File: config.mk
export PLATFORM = sky130hd
export DESIGN_NAME = cam_cfg_sequencer
export DESIGN_NICKNAME = d
export VERILOG_FILES = /design/src/rtl/cam_cfg_pkg.sv /design/src/rtl/cfg_delay_timer.sv /design/src/rtl/cam_cfg_sequencer.sv
export SDC_FILE = /design/constraint.sdc
export NUM_CORES = 1
export LEC_CHECK = 0
export ABC_AREA = 1
export ABC_CLOCK_PERIOD_IN_PS = 8300
export CELL_PAD_IN_SITES_DETAIL_PLACEMENT = 0
export CELL_PAD_IN_SITES_GLOBAL_PLACEMENT = 1
export CORE_ASPECT_RATIO = 0.7
export CORE_UTILIZATION = 45
export DETAILED_ROUTE_END_ITERATION = 7
export GPL_TIMING_DRIVEN = 0
export PLACE_DENSITY_LB_ADDON = 0.12
export SLEW_MARGIN = 30
export SYNTH_ARGS = -nofsm -noshare
export SYNTH_HDL_FRONTEND = slang
export SYNTH_HIERARCHICAL = 1
export SYNTH_SLANG_ARGS = --single-unit
File: constraint.sdc
create_clock -name clk -period 8.3 [get_ports clk]
set_clock_uncertainty 0.2 [all_clocks]
set_input_delay 1.66 -clock clk [delete_from_list [all_inputs] [get_ports clk]]
set_output_delay 1.66 -clock clk [all_outputs]
set_load 0.01 [all_outputs]
File: src/rtl/cam_cfg_pkg.sv
// Shared types and constants for the camera register-table sequencer:
// FSM state encoding, table entry layout and command-byte helpers.
package cam_cfg_pkg;

  typedef enum logic [3:0] {
    ST_IDLE,
    ST_FETCH,
    ST_LATCH,
    ST_DEV,
    ST_AH,
    ST_AL,
    ST_DAT,
    ST_WAIT,
    ST_DELAY,
    ST_NEXT,
    ST_DONE,
    ST_ERROR
  } cfg_state_e;

  // A register address of all ones marks a millisecond pause entry.
  localparam logic [15:0] DELAY_MARKER = 16'hFFFF;

  localparam int ENTRY_W       = 24;
  localparam int ENTRY_ADDR_HI = 23;
  localparam int ENTRY_ADDR_LO = 8;
  localparam int ENTRY_VAL_HI  = 7;
  localparam int ENTRY_VAL_LO  = 0;

  localparam logic [1:0] SEL_DEV = 2'd0;
  localparam logic [1:0] SEL_AH  = 2'd1;
  localparam logic [1:0] SEL_AL  = 2'd2;
  localparam logic [1:0] SEL_DAT = 2'd3;

  // Command word layout: {start, stop, byte}.
  function automatic logic [9:0] cfg_cmd(input logic [1:0] sel,
                                         input logic [6:0] dev,
                                         input logic [15:0] reg_addr,
                                         input logic [7:0] value);
    logic [9:0] c;
    c = '0;
    case (sel)
      SEL_DEV: c = {1'b1, 1'b0, dev, 1'b0};
      SEL_AH:  c = {1'b0, 1'b0, reg_addr[15:8]};
      SEL_AL:  c = {1'b0, 1'b0, reg_addr[7:0]};
      default: c = {1'b0, 1'b1, value};
    endcase
    return c;
  endfunction

  function automatic cfg_state_e byte_state(input logic [1:0] sel);
    cfg_state_e s;
    s = ST_DEV;
    case (sel)
      SEL_DEV: s = ST_DEV;
      SEL_AH:  s = ST_AH;
      SEL_AL:  s = ST_AL;
      default: s = ST_DAT;
    endcase
    return s;
  endfunction

  // Pause length in clk cycles, clamped to the 32-bit counter range.
  function automatic logic [31:0] delay_cycles(input logic [7:0] ms,
                                               input logic [31:0] clk_per_ms);
    logic [63:0] p;
    p = 64'(ms) * 64'(clk_per_ms);
    return (p[63:32] != 32'd0) ? 32'hFFFF_FFFF : p[31:0];
  endfunction

endpackage

File: src/rtl/cfg_delay_timer.sv
// Down-counting pause timer. Expires while the count is 1 or 0, so a
// load of N holds the sequencer for N cycles and a load of 0 for one.
module cfg_delay_timer (
  input  logic        clk,
  input  logic        reset,
  input  logic        i_load,
  input  logic [31:0] i_count,
  input  logic        i_en,
  output logic        o_expire
);

  logic [31:0] r_count;

  always_ff @(posedge clk) begin
    if (reset) begin
      r_count <= '0;
    end else if (i_load) begin
      r_count <= i_count;
    end else if (i_en && (r_count != 32'd0)) begin
      r_count <= r_count - 32'd1;
    end
  end

  assign o_expire = (r_count <= 32'd1);

endmodule

File: src/rtl/cam_cfg_sequencer.sv
// Walks a register table and writes each entry to the camera sensor over an
// I2C byte engine, with pause entries, per-entry NACK retries and error report.
module cam_cfg_sequencer
  import cam_cfg_pkg::*;
#(
  parameter int         NUM_ENTRIES = 64,
  parameter logic [6:0] DEV_ADDR    = 7'h36,
  parameter int         CLK_PER_MS  = 50000,
  parameter int         MAX_RETRY   = 3
) (
  input  logic                           clk,
  input  logic                           reset,
  input  logic                           start,
  output logic                           busy,
  output logic                           done,
  output logic                           error,
  output logic [$clog2(NUM_ENTRIES)-1:0] err_index,
  output logic [$clog2(NUM_ENTRIES)-1:0] tbl_addr,
  input  logic [23:0]                    tbl_data,
  output logic                           cmd_valid,
  input  logic                           cmd_ready,
  output logic [7:0]                     cmd_byte,
  output logic                           cmd_start,
  output logic                           cmd_stop,
  input  logic                           rsp_valid,
  input  logic                           rsp_ack,
  output logic [3:0]                     dbg_state
);

  localparam int IW = $clog2(NUM_ENTRIES);
  localparam int RW = (MAX_RETRY > 0) ? $clog2(MAX_RETRY + 1) : 1;
  localparam logic [IW-1:0] LAST_INDEX = IW'(NUM_ENTRIES - 1);
  localparam logic [RW-1:0] RETRY_LIMIT = RW'(MAX_RETRY);

  // cmd_valid/ready: a command is transferred on a cycle where both are high;
  // the command fields are held unchanged from cmd_valid rising until then.
  cfg_state_e    r_state;
  logic [IW-1:0] r_index;
  logic [RW-1:0] r_retry;
  logic [1:0]    r_byte_sel;
  logic [15:0]   r_reg_addr;
  logic [7:0]    r_value;
  logic          r_busy;
  logic          r_done;
  logic          r_error;
  logic [IW-1:0] r_err_index;
  logic [IW-1:0] r_tbl_addr;
  logic          r_cmd_valid;
  logic [7:0]    r_cmd_byte;
  logic          r_cmd_start;
  logic          r_cmd_stop;

  logic [15:0]   w_entry_addr;
  logic [7:0]    w_entry_val;
  logic          w_is_delay;
  logic          w_timer_load;
  logic [31:0]   w_timer_count;
  logic          w_timer_en;
  logic          w_expire;
  logic [1:0]    w_sel_next;
  logic [IW-1:0] w_index_next;

  assign w_entry_addr  = tbl_data[ENTRY_ADDR_HI:ENTRY_ADDR_LO];
  assign w_entry_val   = tbl_data[ENTRY_VAL_HI:ENTRY_VAL_LO];
  assign w_is_delay    = (w_entry_addr == DELAY_MARKER);
  assign w_timer_load  = (r_state == ST_LATCH) && w_is_delay;
  assign w_timer_count = delay_cycles(w_entry_val, 32'(CLK_PER_MS));
  assign w_timer_en    = (r_state == ST_DELAY);
  assign w_sel_next    = r_byte_sel + 2'd1;
  assign w_index_next  = r_index + IW'(1);

  cfg_delay_timer u_delay_timer (
    .clk      (clk),
    .reset    (reset),
    .i_load   (w_timer_load),
    .i_count  (w_timer_count),
    .i_en     (w_timer_en),
    .o_expire (w_expire)
  );

  always_ff @(posedge clk) begin
    if (reset) begin
      r_state     <= ST_IDLE;
      r_index     <= '0;
      r_retry     <= '0;
      r_byte_sel  <= SEL_DEV;
      r_reg_addr  <= '0;
      r_value     <= '0;
      r_busy      <= 1'b0;
      r_done      <= 1'b0;
      r_error     <= 1'b0;
      r_err_index <= '0;
      r_tbl_addr  <= '0;
      r_cmd_valid <= 1'b0;
      r_cmd_byte  <= '0;
      r_cmd_start <= 1'b0;
      r_cmd_stop  <= 1'b0;
    end else begin
      case (r_state)
        ST_IDLE, ST_DONE, ST_ERROR: begin
          if (start) begin
            r_index    <= '0;
            r_tbl_addr <= '0;
            r_retry    <= '0;
            r_done     <= 1'b0;
            r_error    <= 1'b0;
            r_busy     <= 1'b1;
            r_state    <= ST_FETCH;
          end
        end
        ST_FETCH: r_state <= ST_LATCH;
        ST_LATCH: begin
          r_reg_addr <= w_entry_addr;
          r_value    <= w_entry_val;
          if (w_is_delay) begin
            r_state <= ST_DELAY;
          end else begin
            r_byte_sel <= SEL_DEV;
            {r_cmd_start, r_cmd_stop, r_cmd_byte} <=
              cfg_cmd(SEL_DEV, DEV_ADDR, w_entry_addr, w_entry_val);
            r_cmd_valid <= 1'b1;
            r_state     <= ST_DEV;
          end
        end
        ST_DEV, ST_AH, ST_AL, ST_DAT: begin
          if (r_cmd_valid && cmd_ready) begin
            r_cmd_valid <= 1'b0;
            r_state     <= ST_WAIT;
          end
        end
        ST_WAIT: begin
          if (rsp_valid) begin
            if (rsp_ack) begin
              if (r_byte_sel == SEL_DAT) begin
                r_state <= ST_NEXT;
              end else begin
                r_byte_sel <= w_sel_next;
                {r_cmd_start, r_cmd_stop, r_cmd_byte} <=
                  cfg_cmd(w_sel_next, DEV_ADDR, r_reg_addr, r_value);
                r_cmd_valid <= 1'b1;
                r_state     <= byte_state(w_sel_next);
              end
            end else if (r_retry < RETRY_LIMIT) begin
              // The engine already sent STOP after the NACK; restart the entry.
              r_retry    <= r_retry + RW'(1);
              r_byte_sel <= SEL_DEV;
              {r_cmd_start, r_cmd_stop, r_cmd_byte} <=
                cfg_cmd(SEL_DEV, DEV_ADDR, r_reg_addr, r_value);
              r_cmd_valid <= 1'b1;
              r_state     <= ST_DEV;
            end else begin
              r_err_index <= r_index;
              r_error     <= 1'b1;
              r_busy      <= 1'b0;
              r_state     <= ST_ERROR;
            end
          end
        end
        ST_DELAY: begin
          if (w_expire) r_state <= ST_NEXT;
        end
        ST_NEXT: begin
          r_retry <= '0;
          if (r_index == LAST_INDEX) begin
            r_done  <= 1'b1;
            r_busy  <= 1'b0;
            r_state <= ST_DONE;
          end else begin
            r_index    <= w_index_next;
            r_tbl_addr <= w_index_next;
            r_state    <= ST_FETCH;
          end
        end
        default: r_state <= ST_IDLE;
      endcase
    end
  end

  assign busy      = r_busy;
  assign done      = r_done;
  assign error     = r_error;
  assign err_index = r_err_index;
  assign tbl_addr  = r_tbl_addr;
  assign cmd_valid = r_cmd_valid;
  assign cmd_byte  = r_cmd_byte;
  assign cmd_start = r_cmd_start;
  assign cmd_stop  = r_cmd_stop;
  assign dbg_state = r_state;

endmodule

* After elaboration in Yosys (flattened, before gate mapping) *
Index checks and enable logic that the tools add are counted.

word-level totals
  bits in registers = 90
  bits of input ports = 30
  output and inout port bits = 30
  word-level logic and storage cells = 141

operators by class
  add/sub/neg operators = 4
  multiply operators = 1
  $lt $le $gt $ge = 2
  equal/unequal tests = 28
  mux-type cells = 64
  bitwise logic cells = 2
  reduce and logical (&&, ||, !) cells = 24

operator list
  cell                                                                               count
  24-bit two-way mux                                                                 2
  8-bit two-way mux                                                                  5
  4-bit two-way mux                                                                  9
  32-bit by 1-bit less-or-equal comparator with 1-bit output, second input constant  1
  32-bit nonzero test                                                                1
  32-bit by 1-bit subtractor with 32-bit output, second input constant               1
  10-bit case mux with 3 select lines                                                1
  4-bit case mux with 7 select lines                                                 1
  1-bit two-way mux                                                                  24
  8-bit by 12-bit multiplier with 20-bit output, second input constant               1
  2-bit != test, second input constant                                               10
  2-bit two-way mux                                                                  9
  16-bit == test, second input constant                                              1
  4-bit by 3-bit == test with 1-bit output, second input constant                    4
  4-bit == test, second input constant                                               4
  8-bit case mux with 2 select lines                                                 1
  5-bit AND reduction                                                                3
  6-bit two-way mux                                                                  2
  6-bit case mux with 2 select lines                                                 1
  6-bit AND reduction                                                                2
  3-bit case mux with 3 select lines                                                 1
  4-bit by 2-bit == test with 1-bit output, second input constant                    2
  1-bit case mux with 2 select lines                                                 4
  4-bit AND reduction                                                                2
  21 further kinds                                                                   33

* Depth between registers and ports, before layout *
  word-level depth = 7
  mapped depth = 19
  gate-level depth less buffers = 19

* Cells and area by module *
The synthesis kept the hierarchy.

by module, submodules not included
  module             times used  cells an instance  area an instance (um^2)  sequential area each (um^2)
  cam_cfg_sequencer  1           639                4464.3                   1161.1
  cfg_delay_timer    1           454                2538.7                   640.6

* Worst setup path before layout *
No wires, ideal clock.

  path kind = input to register
  start = in tbl_data[2]
  end = reg u_delay_timer.r_count[22]
  setup time = 128 ps
  arrival = 4623 ps
  setup slack = 3349 ps
  stages on the path = 18
  cell sequence = ha_1 > ha_1 > inv_1 > fa_1 > inv_1 > fa_1 > ha_1 > nand2_1 > o21ai_0 > nand2_1 > nand2_1 > nand3_1 > nand3_1 > nand2_1 > nand2_1 > nand2_1 > nor2_1 > nor2_1

on the way
  cells in the longest elaborated chain, start to end = 2

RTL lines
  item                                           RTL line                 RTL
  from (decl)                                    cam_cfg_sequencer.sv:19  input logic [23:0] tbl_data,
  8-bit by 12-bit multiplier with 20-bit output  cam_cfg_pkg.sv:66        p = 64'(ms) * 64'(clk_per_ms);
  named net w_timer_count[22]                    cam_cfg_sequencer.sv:57  logic [31:0] w_timer_count;
  24-bit two-way mux                             cfg_delay_timer.sv:17    end else if (i_load) begin
  to (signal assigned)                           cfg_delay_timer.sv:18    r_count <= i_count;
  to (signal assigned)                           cfg_delay_timer.sv:20    r_count <= r_count - 32'd1;
  to (decl)                                      cfg_delay_timer.sv:12    logic [31:0] r_count;

The timed path passes the listed nets, and every way through them passes these cells.
A chain may end at the register's enable or synchronous reset.

* Final worst setup path *
Ends and elaborated chain as after synthesis.

==> impl_metrics.toml <==
[critical_path]
reg2reg_depth = 13
ff2ff_setup_slack_ns = 5.61
cp.arrival_ns = 5.63
endpoint_kind = "flip-flop"
startpoint_type = "input pin"
crit_path_end = "u_delay_timer/r_count[22]$_SDFFE_PP0P_"
cp_num_buf_inv = 3
timing.rr.end = "u_delay_timer/r_count[24]$_SDFFE_PP0P_"
r2r-start = "dbg_state[3]$_SDFFE_PP0P_"
cp_max_fo = 5
cp_slowest_cell = "clkdlybuf4s50_1"
critPathKind = "input pin to flip-flop"
critPathMostFrequentCell = "nand2_1"
path_depth = 19
critPathRequiredTime_ns = 8.32
crit_path_start = "tbl_data[2]"
crit_family = "adder cells"
crit_path_cell_trace = "clkdlybuf4s50_1 > ha_1 > ha_1 > inv_1 > fa_1 > inv_1 > fa_1 > ha_1 > nand2_1 > o21ai_0 > nand2_1 > nand2_1 > nand3_1 > nand3_1 > nand2_1 > nand2_1 > nand2_1 > nor2_1 > nor2_1"
slowest_delay_ns = 0.56

[sta]
drv_slew = 0
hold_viol_final = 0
tightest_slew_ns = 0.735
relSlewSlack = 0.510
setup-tns-final_ns = 0
finalHoldWorstSlack_ns = 0.254
fmax_ghz = 0.178
rsz0062_at_grt = "false"
period_share = 0.675
report.final.setup_viol = 0
min_period_ns = 5.61

[synthesis]
synthTopCellsByArea = "dfxtp_1 (26%), nand2_1 (18%), ha_1 (11%)"
async_flop_share = 0
synth_top_area_cell = "dfxtp_1"
netlist_top_cells_count = "nand2_1 (334), nor2_1 (183), inv_1 (97), dfxtp_1 (90), nand3_1 (70)"
yosysMostFrequentCell = "nand2_1"
synth-seq-cells = 90
synth_edf_count = 0
synth_top_area_share = 0.257
yosysWarningCount = 6
syn_area_per_cell_sq_um = 6.41
ys_seq_area_frac = 0.257
synth_flop_cell = "dfxtp_1"
synth_cell_types = 46
synth_area_sq_um = 7000
syn_inst = 1093

[cts]
cts_tree = "yes"
cts_htree_levels = 3
clock_latency_ns = 0.35
path_clk_slew_ns = 0.07
cts-root-buf = "clkbuf_16"
clock-sinks = 90
hold_buffers = 0
cts_resized = 0
cts_buffers = 9
cts_buffer_depth = 2
cts_setup_buffers = 0

[die]
core_area_sq_um = 15000
rows = 37
pin_count = 60
dieArea_sq_um = 16100
die_w_um = 151
fp.dieH_um = 106
initial_core_util = 0.468

[final_layout]
syn_to_final_growth_pct = 16.2
fin_nets = 1275
final_area_sq_um = 8140
drive_above_1_share = 0.0603
diodes = 0
fin_util = 0.544

[placed_design]
placed_area_sq_um = 7860
port-buffer-count = 57
dpl.hpwl_um = 15600
routabilityCongestion = 0.874

[drt]
final_antenna_net_count = 0
first_pass_iters = 6
via_per_inst = 5.06
drt_first_iter_violations = 503
wl_per_cell_um = 14.2
wl_um = 19500
post-route-drc-count = 0
vias = 6944

[global_route]
grt_overflow = 0
antenna_found_initial = 0
gr-usage-all-layers = 0.253
grt_first_pass_wirelength_um = 31400
grt_pass1_vias = 6137
grt_max_degree = 17

[hold_path]
hold_path_class = "flip-flop to flip-flop"

[flow_run]
max-cap-violations = 0

[pwr]
power.density_nw_per_um2 = 196
power_w = 0.00160
ir_worst_vdd_v = 0.000104
p_leak_nw = 3.95

[outcome]
status = "finished, final reports clean"
## flip-flops by register name, summed over array words and instances (netlist names), 2 cells and up
signal	flops
r_value	8
u_delay_timer/r_count	32
tbl_addr	6
err_index	6
cmd_byte	8
r_retry	2
r_reg_addr	16
r_byte_sel	2
dbg_state	4
## metal layers
layer,wire length [um],vias up,track usage,share of wire
li1,-,3633,-,-
met2,7400,185,0.342,0.38
met3,1330,12,0.0515,0.068
met5,0,-,0,0
met4,142,0,0.0414,0.0073
met1,10700,3114,0.403,0.55
## logic make-up after synthesis
| kind of cell | after synthesis | synth area share |
|---|---|---|
| AOI/OAI and AO/OA | 134 | 0.108 |
| other | 1 | 0.000535 |
| muxes | 1 | 0.00143 |
| adders and majority gates | 73 | 0.143 |
| xor gates and xnor gates | 21 | 0.0263 |
| and+or+nand+nor | 641 | 0.387 |
| DFF | 90 | 0.257 |
| buffers and inverters | 132 | 0.0761 |
## power breakdown
group	total [W]	internal (W)	leakage, nW	switching (W)
Clock	0.000397	0.000207	0.130	0.000191
Sequential	0.000540	0.000497	0.729	0.0000438
Combinational	0.000657	0.000253	3.09	0.000404
Total	0.00160	0.000956	3.95	0.000639
## worst min path at each step
stage	from	endpoint	cells past startpoint
detailed placement	r_reg_addr[11]$_SDFFE_PP0P_	r_reg_addr[11]$_SDFFE_PP0P_	2
CTS	r_reg_addr[11]$_SDFFE_PP0P_	r_reg_addr[11]$_SDFFE_PP0P_	2
floorplan	r_reg_addr[10]$_SDFFE_PP0P_	r_reg_addr[10]$_SDFFE_PP0P_	2
global placement	r_reg_addr[11]$_SDFFE_PP0P_	r_reg_addr[11]$_SDFFE_PP0P_	2
global route	r_reg_addr[11]$_SDFFE_PP0P_	r_reg_addr[11]$_SDFFE_PP0P_	2
finish	r_reg_addr[13]$_SDFFE_PP0P_	r_reg_addr[13]$_SDFFE_PP0P_	2
## layout by cell type, fill, tap and decap left out, types with 11 or more instances in the layout
cell type	count
conb_1	12
a21oi_1	55
xor2_1	14
clkbuf_1	17
o21ai_0	50
fa_1	12
inv_1	97
clkdlybuf4s50_1	57
dfxtp_1	90
nand4_1	11
ha_1	61
nand2_1	334
nand3_1	70
nor2_1	183
## area by class of cell
class / instances / area (sq um)
Buffer: 29 / 143
Clock buffer: 10 / 229
Clock inverter: 6 / 50.0
Fill cell: 1559 / 6820
Inverter: 103 / 390
Multi-Input combinational cell: 882 / 4710
Sequential cell: 90 / 1800
Tap cell: 195 / 244
Timing Repair Buffer: 57 / 571
## worst reg2reg max path, stage by stage (launching register included)
cell and delay [ns]:
dfxtp_1 0.38, nor2_2 0.19, nand3_1 0.16, inv_2 0.15, nand2_1 0.09, inv_1 0.06
clkbuf_1 0.29, inv_1 0.17, buf_2 0.24, clkbuf_1 0.28, nand3_1 0.16, nand2_1 0.06
nor2_1 0.09, nor2_1 0.04
## stage by stage
step / setup WS, ns / std cells
3_3_place_gp: 2.30 / 1356
5_1_grt: 2.41 / 1372
2_1_floorplan: 3.35 / 1104
3_5_place_dp: 2.30 / 1356
6_report: 2.69 / 1372
4_1_cts: 2.67 / 1372
Note: power is estimated with default switching activity, not from simulation.
